File: src/rtl/alu_arbiter_pkg.sv
// Shared definitions for the ALU arbiter slice: data/function widths,
// the six supported function codes, port index encoding and a helper
// that tells whether a function code is handled by the shared ALU.
package alu_arbiter_pkg;

    localparam int FUNCT_W = 6;
    localparam int DATA_W  = 32;

    // Port index encoding
    localparam logic PORT0 = 1'b0;
    localparam logic PORT1 = 1'b1;

    // Function codes understood by the shared ALU
    localparam logic [FUNCT_W-1:0] FN_AND = 6'b100100;
    localparam logic [FUNCT_W-1:0] FN_OR  = 6'b100101;
    localparam logic [FUNCT_W-1:0] FN_ADD = 6'b100000;
    localparam logic [FUNCT_W-1:0] FN_SUB = 6'b100010;
    localparam logic [FUNCT_W-1:0] FN_SLT = 6'b101010;
    localparam logic [FUNCT_W-1:0] FN_SRL = 6'b000010;

    function automatic logic fn_supported(input logic [FUNCT_W-1:0] fn);
        case (fn)
            FN_AND, FN_OR, FN_ADD, FN_SUB, FN_SLT, FN_SRL: fn_supported = 1'b1;
            default:                                      fn_supported = 1'b0;
        endcase
    endfunction

endpackage

File: src/rtl/alu_rr_pick.sv
// Combinational grant picker for the two ALU requesters.
// Default build: round-robin on contention, using LastGnt (the port that
// won the most recent accepted grant) to hand the next contention to the
// other port. With ALU_ARB_FIXED_PRI_EN defined, port 0 always wins and
// LastGnt is ignored. Hold suppresses both grants.
module alu_rr_pick (
    input  logic Req0,
    input  logic Req1,
    input  logic LastGnt,
    input  logic Hold,
    output logic Gnt0,
    output logic Gnt1
);

`ifdef ALU_ARB_FIXED_PRI_EN
    // Port 0 has absolute priority
    assign Gnt0 = ~Hold & Req0;
    assign Gnt1 = ~Hold & Req1 & ~Req0;
`else
    // On contention the port that did not win last time is granted
    assign Gnt0 = ~Hold & Req0 & (~Req1 |  LastGnt);
    assign Gnt1 = ~Hold & Req1 & (~Req0 | ~LastGnt);
`endif

endmodule

File: src/rtl/alu_arbiter.sv
// Two-port arbiter and issue sequencer in front of one shared 32-bit ALU.
// A grant accepted at edge t drives the operands on Alu* during cycle t+1;
// the ALU result is captured and returned as a one-cycle ValidN strobe in
// cycle t+2. Unsupported function codes return 0 with ErrN set.
// Optional macro ALU_ARB_FIXED_PRI_EN: fixed priority to port 0, no
// LastGnt register.
module alu_arbiter
    import alu_arbiter_pkg::*;
(
    input  logic               clk,
    input  logic               Reset,
    input  logic               Hold,
    input  logic               Req0,
    input  logic               Req1,
    input  logic [FUNCT_W-1:0] Signal0,
    input  logic [FUNCT_W-1:0] Signal1,
    input  logic [DATA_W-1:0]  DataA0,
    input  logic [DATA_W-1:0]  DataB0,
    input  logic [DATA_W-1:0]  DataA1,
    input  logic [DATA_W-1:0]  DataB1,
    output logic               Gnt0,
    output logic               Gnt1,
    output logic               Valid0,
    output logic               Valid1,
    output logic [DATA_W-1:0]  Result0,
    output logic [DATA_W-1:0]  Result1,
    output logic               Err0,
    output logic               Err1,
    output logic [FUNCT_W-1:0] AluSignal,
    output logic [DATA_W-1:0]  AluDataA,
    output logic [DATA_W-1:0]  AluDataB,
    input  logic [DATA_W-1:0]  AluDataOut,
    output logic               Busy
);

    logic               pick_gnt0;
    logic               pick_gnt1;
    logic               last_gnt;
    logic               acc0;
    logic               acc1;
    logic               accept;

    logic               issue_vld_reg;
    logic               issue_port_reg;
    logic [FUNCT_W-1:0] issue_sig_reg;
    logic [DATA_W-1:0]  issue_a_reg;
    logic [DATA_W-1:0]  issue_b_reg;

    logic               res_vld_reg;
    logic               res_port_reg;
    logic               res_err_reg;
    logic [DATA_W-1:0]  res_data_reg;

`ifdef ALU_ARB_FIXED_PRI_EN
    assign last_gnt = PORT1;
`else
    logic last_gnt_reg;

    // Remember which port won the latest accepted grant; reset favours port 0 next
    always_ff @(posedge clk or posedge Reset) begin
        if (Reset) begin
            last_gnt_reg <= PORT1;
        end else if (accept) begin
            last_gnt_reg <= acc1;
        end
    end

    assign last_gnt = last_gnt_reg;
`endif

    alu_rr_pick u_pick (
        .Req0    (Req0),
        .Req1    (Req1),
        .LastGnt (last_gnt),
        .Hold    (Hold),
        .Gnt0    (pick_gnt0),
        .Gnt1    (pick_gnt1)
    );

    // Grants are forced low while reset is asserted
    assign Gnt0   = pick_gnt0 & ~Reset;
    assign Gnt1   = pick_gnt1 & ~Reset;
    assign acc0   = Req0 & Gnt0;
    assign acc1   = Req1 & Gnt1;
    assign accept = acc0 | acc1;

    // Issue stage: capture the winner's function code and operands
    always_ff @(posedge clk or posedge Reset) begin
        if (Reset) begin
            issue_vld_reg  <= 1'b0;
            issue_port_reg <= PORT0;
            issue_sig_reg  <= '0;
            issue_a_reg    <= '0;
            issue_b_reg    <= '0;
        end else begin
            issue_vld_reg <= accept;
            if (accept) begin
                issue_port_reg <= acc1 ? PORT1 : PORT0;
                issue_sig_reg  <= acc1 ? Signal1 : Signal0;
                issue_a_reg    <= acc1 ? DataA1  : DataA0;
                issue_b_reg    <= acc1 ? DataB1  : DataB0;
            end
        end
    end

    // Shared ALU sees zeros whenever no operation is issued
    assign AluSignal = issue_vld_reg ? issue_sig_reg : '0;
    assign AluDataA  = issue_vld_reg ? issue_a_reg   : '0;
    assign AluDataB  = issue_vld_reg ? issue_b_reg   : '0;

    // Result stage: capture the ALU output, zeroing it for unsupported codes
    always_ff @(posedge clk or posedge Reset) begin
        if (Reset) begin
            res_vld_reg  <= 1'b0;
            res_port_reg <= PORT0;
            res_err_reg  <= 1'b0;
            res_data_reg <= '0;
        end else begin
            res_vld_reg  <= issue_vld_reg;
            res_port_reg <= issue_port_reg;
            res_err_reg  <= issue_vld_reg & ~fn_supported(issue_sig_reg);
            res_data_reg <= (issue_vld_reg && fn_supported(issue_sig_reg)) ? AluDataOut : '0;
        end
    end

    // Per-port result demux; the non-selected port reads all zeros
    logic [1:0]        valid_vec;
    logic [1:0]        err_vec;
    logic [DATA_W-1:0] result_vec [2];

    for (genvar gi = 0; gi < 2; gi++) begin : g_port
        assign valid_vec[gi]  = res_vld_reg & (res_port_reg == 1'(gi));
        assign err_vec[gi]    = valid_vec[gi] & res_err_reg;
        assign result_vec[gi] = valid_vec[gi] ? res_data_reg : '0;
    end

    assign Valid0  = valid_vec[0];
    assign Valid1  = valid_vec[1];
    assign Err0    = err_vec[0];
    assign Err1    = err_vec[1];
    assign Result0 = result_vec[0];
    assign Result1 = result_vec[1];

    assign Busy = issue_vld_reg | res_vld_reg;

endmodule

File: config.mk
export PLATFORM = sky130hd
export DESIGN_NAME = alu_arbiter
export DESIGN_NICKNAME = d
export VERILOG_FILES = /design/src/rtl/alu_arbiter_pkg.sv /design/src/rtl/alu_rr_pick.sv /design/src/rtl/alu_arbiter.sv
export SDC_FILE = /design/constraint.sdc
export NUM_CORES = 1
export LEC_CHECK = 0
export CAP_MARGIN = 20
export CORE_AREA = 2 2 123 125
export DETAILED_ROUTE_END_ITERATION = 12
export DIE_AREA = 0 0 125 127
export PLACE_DENSITY = 0.81
export SLEW_MARGIN = 10
export SYNTH_ARGS = -nofsm -noshare
export SYNTH_HDL_FRONTEND = slang
export SYNTH_SLANG_ARGS = --single-unit
File: constraint.sdc
create_clock -name clk -period 3.8 [get_ports clk]
set_input_delay 0.57 -clock clk [delete_from_list [all_inputs] [get_ports clk]]
set_output_delay 0.57 -clock clk [all_outputs]
set_load 0.02 [all_outputs]
==> impl_metrics.ini, run 1 <==
[critical_path]
cpLargestDelayFamily = buffers and inverters
crit_chain = nor2b_1, buf_4, and2_1, clkdlybuf4s50_1
reg2reg_to = res_err_reg
reg2reg_slack_ns = 1.94
cp_max_fo = 35
critical_path_buf_inv_count = 2
reg2reg_depth = 4
r2r-start = issue_sig_reg[2]
cpMaxStageDelayCell = dfrtp_1
cp-start-kind = register
cp.arrival_ns = 2.40
crit_required_ns = 3.23
crit_type = reg -> out
slowest_delay_ns = 0.73
cp-end-kind = output port

[drt]
ant_nets = 0
wl_per_cell_um = 15.41
drtIter0Drc = 266
drt-total-wl_um = 16980
via_count = 5330
first_pass_iters = 5
viasPerCell = 4.837
drc = 0

[clocking]
cts_root_buf = clkbuf_16
cts_max_path_buffers = 2
cts_made_buffers = 9
cts_hold_buffers = 0
post_cts_resized = 0
htree_levels = 3
path_clk_slew_ns = 0.07
clock_sinks = 108
cts_tree = yes
clk-insertion-delay-late_ns = 0.35
postCtsSetupBuffers = 0

[logic_synthesis]
synth_fp_nets = 807
yosysSeqAreaShare_pct = 50.24
synth_cells = 630
yosysTopAreaCellShare_pct = 49.76
synth_area_leaders = dfrtp_1 50%, and2_1 12%, nand2_1 9.8%
synthesis.area_um2 = 5381
synth_area_leader_cell = dfrtp_1
avgSynthCellArea_um2 = 8.542
async_reset_ff_share_pct = 100.0
ys.flop_type = dfrtp_1
synth_seq_cells = 108
ys_types = 26
synth_edf_count = 0
yosysWarnings = 0

[sta]
max_slew_margin_pct = 38.29
finalSetupViolations = 0
hold_viol_final = 0
max_freq_mhz = 336.7
finalSetupTns_ns = 0
grt_setup_unrepaired = no
clock_skew_ns = 0.006706
period_minus_slack_ns = 2.970
worst_pin_slew_ns = 0.9257
drv_slew = 0
finalCritPeriodShare_pct = 78.17
hold_ws_ns = 0.3802

[pwr]
leakagePower_nw = 3.924
p_total_mw = 2.946
peakVddDrop_mv = 0.1740
p_per_area_nw_per_um2 = 330.6

[cells_and_area]
nNetsFinal = 1091
multiInputGateArea_um2 = 2410
mostFrequentLayoutCells = 317 x clkdlybuf4s50_1, 140 x nand2_1, 106 x dfrtp_1
fill_cells = 1258
final_common_cell = clkdlybuf4s50_1
design_area_um2 = 8911
diodes = 0
syn2layout_area_growth_pct = 65.59
fin_cells = 1102
regArea_um2 = 2705
drive_above_1_share_pct = 3.813

[floorplanning]
io_pins = 318
die_area_um2 = 15880
initial_core_util_pct = 37.31
placementRows = 44
dieWidth_um = 125
core_um2 = 14420
die_h_um = 127

[global_routing]
grt_max_degree = 100
antenna_found_initial = 0
overflow = 0
track_usage_pct = 21.39
grt_first_pass_wirelength_um = 27170
grt_pass1_vias = 5109

[place]
dp_hpwl_um = 12250
placed_cells = 1087
gp_congestion = 0.8265
dpl-instance-area_um2 = 8640
portBuffers = 317

[worst_hold_path]
min_to = res_port_reg
hold_class = reg -> reg
hold_path_depth = 0
min_from = issue_port_reg

[outcome]
outcome = completed

[job]
max_cap_violations = 0
per-layer routing:
layer  vias to the layer above  track usage, %  wire, um
li1                       2637               -         -
met1                      2434           25.62      6753
met2                       225           36.54      8434
met3                        34           6.198      1304
met4                         0           8.366       489
met5                         -               0         0
report_power, final:
| part | total (mW) | switching (mW) | internal, mW | leakage (nW) |
|---|---|---|---|---|
| Combinational | 0.677 | 0.306 | 0.372 | 2.50 |
| Clock | 0.882 | 0.403 | 0.478 | 0.129 |
| Sequential | 1.39 | 0.0973 | 1.29 | 1.29 |
| Total | 2.95 | 0.806 | 2.14 | 3.92 |
per-stage QoR:
stage               worst slack, ns  utilization [%]
finish                       0.8297            61.78
global route                 0.7028            61.78
CTS                          0.8404            61.78
detailed placement            1.084            59.90
global placement              1.102            59.90
floorplan                    0.3861                -
kinds of logic (layout without fill, tap and decap cells):
family	Yosys count	in the layout	synth area share, %
and+or+nand+nor	385	385	35.18
DFF	108	108	50.24
AOI/OAI and AO/OA	77	77	9.416
buffers and inverters	60	348	5.162
cells in the mapped netlist, drive strengths merged (7+ instances only):
master / n
clkbuf: 31
buf: 22
nand2: 141
inv: 7
a31oi: 68
and2: 104
and3: 65
nor2: 69
dfrtp: 107
worst max path at each step:
stage,startpoint,to,slack [ns],cells after the start
after detailed placement,Reset,Gnt1,1.08,5
final,res_port_reg,Result0[4],0.83,4
after floorplan,Reset,issue_a_reg[0],0.39,1
after CTS,res_port_reg,Result0[4],0.84,4
after global placement,Reset,Gnt1,1.10,5
after global routing,res_port_reg,Result0[4],0.70,4
worst register-to-register path: stages (launching register included):
cell and delay, ns:
dfrtp_1 0.38, inv_1 0.06, a2111o_1 0.44, a21oi_4 0.58
and2b_2 0.30
cell type report:
class / instances / share of cell area [%]
Multi-Input combinational cell: 462 / 27.04
Timing Repair Buffer: 326 / 36.65
Inverter: 7 / 0.3229
Tap cell: 184 / 2.584
Clock buffer: 14 / 2.963
Clock inverter: 1 / 0.08425
Sequential cell: 108 / 30.36
Power figures use the tool's default switching activity.
==> run 2: changes to the inputs <==
==> constraint.sdc (replaced) <==
create_clock -name clk -period 3.1 [get_ports clk]
set_input_delay 0.465 -clock clk [delete_from_list [all_inputs] [get_ports clk]]
set_output_delay 0.465 -clock clk [all_outputs]
set_load 0.02 [all_outputs]
==> impl_metrics.ini, run 2 (synthesis gave the netlist of run 1 again) <==
[floorplanning]
die_area_um2 = 15880
placementRows = 44
initial_core_util_pct = 37.31
core_um2 = 14420
io_pins = 318
dieWidth_um = 125
die_h_um = 127

[place]
gp_congestion = 0.8264
dp_slack_ns = 0.5952
portBuffers = 317
placed_cells = 1088
dp_hpwl_um = 12040
dpl-instance-area_um2 = 8661

[sta]
max_freq_mhz = 395.6
finalSetupTns_ns = 0
max_slew_margin_pct = 47.09
layout_setup_ws_ns = 0.5721
period_minus_slack_ns = 2.528
clock_skew_ns = 0.009094
finalSetupViolations = 0
grt_setup_unrepaired = no
hold_viol_final = 0
drv_slew = 0
finalCritPeriodShare_pct = 81.54
worst_pin_slew_ns = 0.7937

[worst_hold_path]
min_to = res_port_reg
hold_class = reg -> reg
hold_path_depth = 0
min_from = issue_port_reg

[drt]
viasPerCell = 4.815
drc = 0
wl_per_cell_um = 15.55
first_pass_iters = 6
ant_nets = 0
drtIter0Drc = 249
via_count = 5316
drt-total-wl_um = 17170

[clocking]
cts_tree = yes
cts_max_path_buffers = 2
cts_root_buf = clkbuf_16
post_cts_resized = 0
cts_hold_buffers = 0
clock_sinks = 108
postCtsSetupBuffers = 0
cts_made_buffers = 9
htree_levels = 3
clk-insertion-delay-late_ns = 0.35
path_clk_slew_ns = 0.07

[critical_path]
cp-end-kind = output port
cpLargestDelayFamily = buffers and inverters
crit_chain = buf_12, and2_2, clkdlybuf4s50_1
reg2reg_to = res_err_reg
r2r-start = issue_sig_reg[2]
slowest_delay_ns = 0.63
crit_required_ns = 2.63
reg2reg_depth = 4
cp-start-kind = register
critical_path_buf_inv_count = 2
cp.arrival_ns = 2.06
cpMaxStageDelayCell = clkdlybuf4s50_1
reg2reg_slack_ns = 1.24
crit_type = reg -> out
startpoint = issue_vld_reg
cp_max_fo = 85

[outcome]
outcome = completed

[global_routing]
antenna_found_initial = 0
grt_first_pass_wirelength_um = 26810
grt_max_degree = 109
track_usage_pct = 21.24
overflow = 0
grt_pass1_vias = 5012

[pwr]
p_per_area_nw_per_um2 = 430.1
peakVddDrop_mv = 0.2725
leakagePower_nw = 3.968

[job]
max_cap_violations = 0

[cells_and_area]
diodes = 0
final_common_cell = clkdlybuf4s50_1
syn2layout_area_growth_pct = 67.45
drive_above_1_share_pct = 4.348
design_area_um2 = 9011
fin_cells = 1104
nNetsFinal = 1092
mostFrequentLayoutCells = 317 x clkdlybuf4s50_1, 140 x nand2_1, 106 x dfrtp_1
run 2: cell types whose count changed in the layout (fill, tap and decap cells not counted), sizes merged:
cell      previous run  this run
buf                  9        10
bufinv               0         3
clkbuf              14        10
clkinv               0         2
clkinvlp             1         2
inv                  7         6
run 2: worst max-delay path by stage:
stage	end	cells past startpoint
5_1_grt	Gnt0	5
2_1_floorplan	Result0[22]	3
4_1_cts	AluDataB[22]	3
6_report	AluSignal[5]	3
3_3_place_gp	Gnt1	5
3_5_place_dp	Gnt1	5
run 2: cell type report:
cell class                 count  area, um2
sequential                   108       2705
inverter                       7      30.03
tap                          184      230.2
multi-input combinational    462       2410
clock inverter                 6      111.4
fill                        1245       5413
clock buffer                  10      239.0
timing repair buffer         327       3286
run 2: through the flow:
| step | util [%] | hold WS [ns] | total power [mW] |
|---|---|---|---|
| 2_1_floorplan | - | 0.3537 | 2.114 |
| 3_3_place_gp | 60.05 | 0.3904 | 2.552 |
| 3_5_place_dp | 60.05 | 0.3810 | 2.571 |
| 4_1_cts | 62.47 | 0.4061 | 3.915 |
| 5_1_grt | 62.47 | 0.4397 | 4.074 |
| 6_report | 62.47 | 0.4033 | 3.875 |
run 2: routing by layer:
| layer | share of wire (%) | GRT usage [%] | vias to the layer above |
|---|---|---|---|
| li1 | - | - | 2641 |
| met1 | 40 | 24.81 | 2417 |
| met2 | 50 | 37.31 | 230 |
| met3 | 8.0 | 5.905 | 28 |
| met4 | 2.6 | 8.170 | 0 |
| met5 | 0 | 0 | - |
run 2: report_power, final:
part           leakage [nW]  total (mW)  switching (mW)  internal, mW
clock                 0.169        1.34           0.527         0.812
sequential             1.29        1.67          0.0893          1.58
combinational          2.51       0.866           0.405         0.461
run 2: worst register-to-register path: cells and delay by family, from the launching register on:
kind | cells | cell delay [ns]
AOI/OAI and AO/OA | 2 | 1.02
and+or+nand+nor | 1 | 0.30
buffers and inverters | 1 | 0.06
DFF | 1 | 0.37
==> patch (config.mk and constraints of run 1) <==
Take the reset off `res_data_reg` and load it in a clocked block of its own.
--- a/src/rtl/alu_arbiter.sv
+++ b/src/rtl/alu_arbiter.sv
@@ -116,3 +116,2 @@
             res_err_reg  <= 1'b0;
-            res_data_reg <= '0;
         end else begin
@@ -121,4 +120,7 @@
             res_err_reg  <= issue_vld_reg & ~fn_supported(issue_sig_reg);
-            res_data_reg <= (issue_vld_reg && fn_supported(issue_sig_reg)) ? AluDataOut : '0;
         end
+    end
+
+    always_ff @(posedge clk) begin
+        res_data_reg <= (issue_vld_reg && fn_supported(issue_sig_reg)) ? AluDataOut : '0;
     end
Check against the original RTL: no difference found for any inputs over 10 cycles, from zero or initial values and one cycle with Reset high; that may be too few to reach the edited logic, so the function may still have changed.
==> patch against run 1 <==
- setup slack improved by 0.087 ns
- sequential cell count unchanged
- cell area decreased by 1.0%
- power increased by 2.4%
- global-route usage decreased by 0.17 points
- synthesized area decreased by 2.7%
- highest routed layer unchanged
- clock power increased by 8.3%
- largest power group unchanged
- wire length increased by 0.36%
==> patch: results (changes against run 1) <==
worst hold path class register to register (unchanged); placed cell count 1,089 (was 1,087); grt total ovfl 0 (unchanged); share of layout cells above drive strength 1 0.0423 (was 0.0381); All-Layer GR Usage 0.212 (was 0.214); M1 GR Usage 0.251 (was 0.256); Slew HR 0.466 (was 0.383); met1 WL 6.90 mm (was 6.75 mm); VDD IR max 0.286 mV (was 0.174 mV); Worst Path Max Fanout 3 (was 35); leak pwr 3.68 nW (was 3.92 nW); post-detailed-routing wire length 17.0 mm (about the same); clock skew 0.00842 ns (was 0.00671 ns); Resized Gates After CTS 0 (unchanged); Synthesized Nets 805 (was 807); Detailed Route Iter0 Violations 205 (was 266); dpl ws 0.940 ns (was 1.08 ns); vias per inst 4.76 (was 4.84); M3 GR Usage 0.0662 (was 0.0620); Post-CTS Setup Bufs 0 (unchanged); M2 GR Usage 0.361 (was 0.365); Async SR Flop Fraction 0.704 (was 1.00); Post-Place Cell Area 8490 um^2 (was 8640 um^2); Avg Inst Size Synth 8.34 um^2 (was 8.54 um^2); largest net degree at the start of global routing 77 (was 100); routability congestion estimate 0.808 (was 0.827); Critical Path Slowest Stage Cell clkdlybuf4s50_1 (was dfrtp_1); top routing layer used met4 (unchanged); global-route wire length before repair 26.9 mm (was 27.2 mm); metal2 WL 8.23 mm (was 8.43 mm); number of global-route vias before repair 5,056 (was 5,109); pwr dens 342 nW/um^2 (was 331 nW/um^2); dpl hpwl 12.2 mm (about the same); met3 wire len 1.37 mm (was 1.30 mm); Final nets 1,094 (was 1,091); CTS buffer count 9 (unchanged); Netlist cell types 26 (unchanged); synth top area cells dfrtp_1, and2_1, dfxtp_1 (was dfrtp_1, and2_1, nand2_1); sequential-to-total area share from yosys stat 0.486 (was 0.502); number of diodes 0 (unchanged); drt pass-1 iters 6 (was 5); CP peak stage delay 0.67 ns (was 0.73 ns); Ys Warns 0 (unchanged); Net Switching 0.814 mW (was 0.806 mW); Routed wire per std cell 15.4 um (about the same); Worst-Skew Late Latency 0.34 ns; commonest cells in the netlist nand2_1, and2_1, dfrtp_1 (was nand2_1, dfrtp_1, and2_1); status finished clean (unchanged); critical path arrival 2.31 ns (was 2.40 ns)
-- patch: changes by cell type after synthesis, sizes merged, moves of 2 or more --
cell,delta
o211ai,+2
a2111o,-2
and2,+33
dfxtp,+32
and3,-32
nand3,+2
buf,+3
clkbuf,-6
a2111oi,+2
dfrtp,-32
nand2,-2
-- patch: logic make-up (layout without fill, tap and decap cells) --
group | after synthesis | count (layout) | share of synthesized area
compound gates | 78 | 78 | 0.102
buf+inv | 58 | 352 | 0.0525
flops | 108 | 108 | 0.486
simple gates | 384 | 384 | 0.360
-- patch: area by class of cell --
class / instances / area, um^2
fillers: 1310 / 5600
repair buffers: 328 / 3280
flip-flops and latches: 108 / 2540
multi-input cells: 462 / 2430
clock buffers: 13 / 293
well taps: 184 / 230
inverters: 8 / 31.3
clock inverters: 3 / 15.0
-- patch: worst paths after layout --
| kind | startpoint | endpoint | slack [ns] | depth (start not counted) |
|---|---|---|---|---|
| min in group asynchronous | Reset | issue_a_reg[6] | 0.74 | 3 |
| setup reg to reg | last_gnt | issue_b_reg[24] | 1.99 | 5 |
| setup / recovery | Reset | Gnt0 | 0.92 | 5 |
| hold reg to reg | issue_port_reg | res_port_reg | 0.39 | 0 |
| hold / removal | issue_port_reg | res_port_reg | 0.39 | 0 |
| max in group asynchronous | Reset | last_gnt | 2.42 | 4 |
-- patch: power groups by stage --
stage / logic, mW / clock network (mW) / registers [mW]
5_1_grt: 0.764 / 1.03 / 1.39
4_1_cts: 0.702 / 0.987 / 1.37
3_5_place_dp: 0.700 / 0 / 1.39
2_1_floorplan: 0.353 / 0 / 1.36
3_3_place_gp: 0.689 / 0 / 1.38
6_report: 0.697 / 0.955 / 1.37
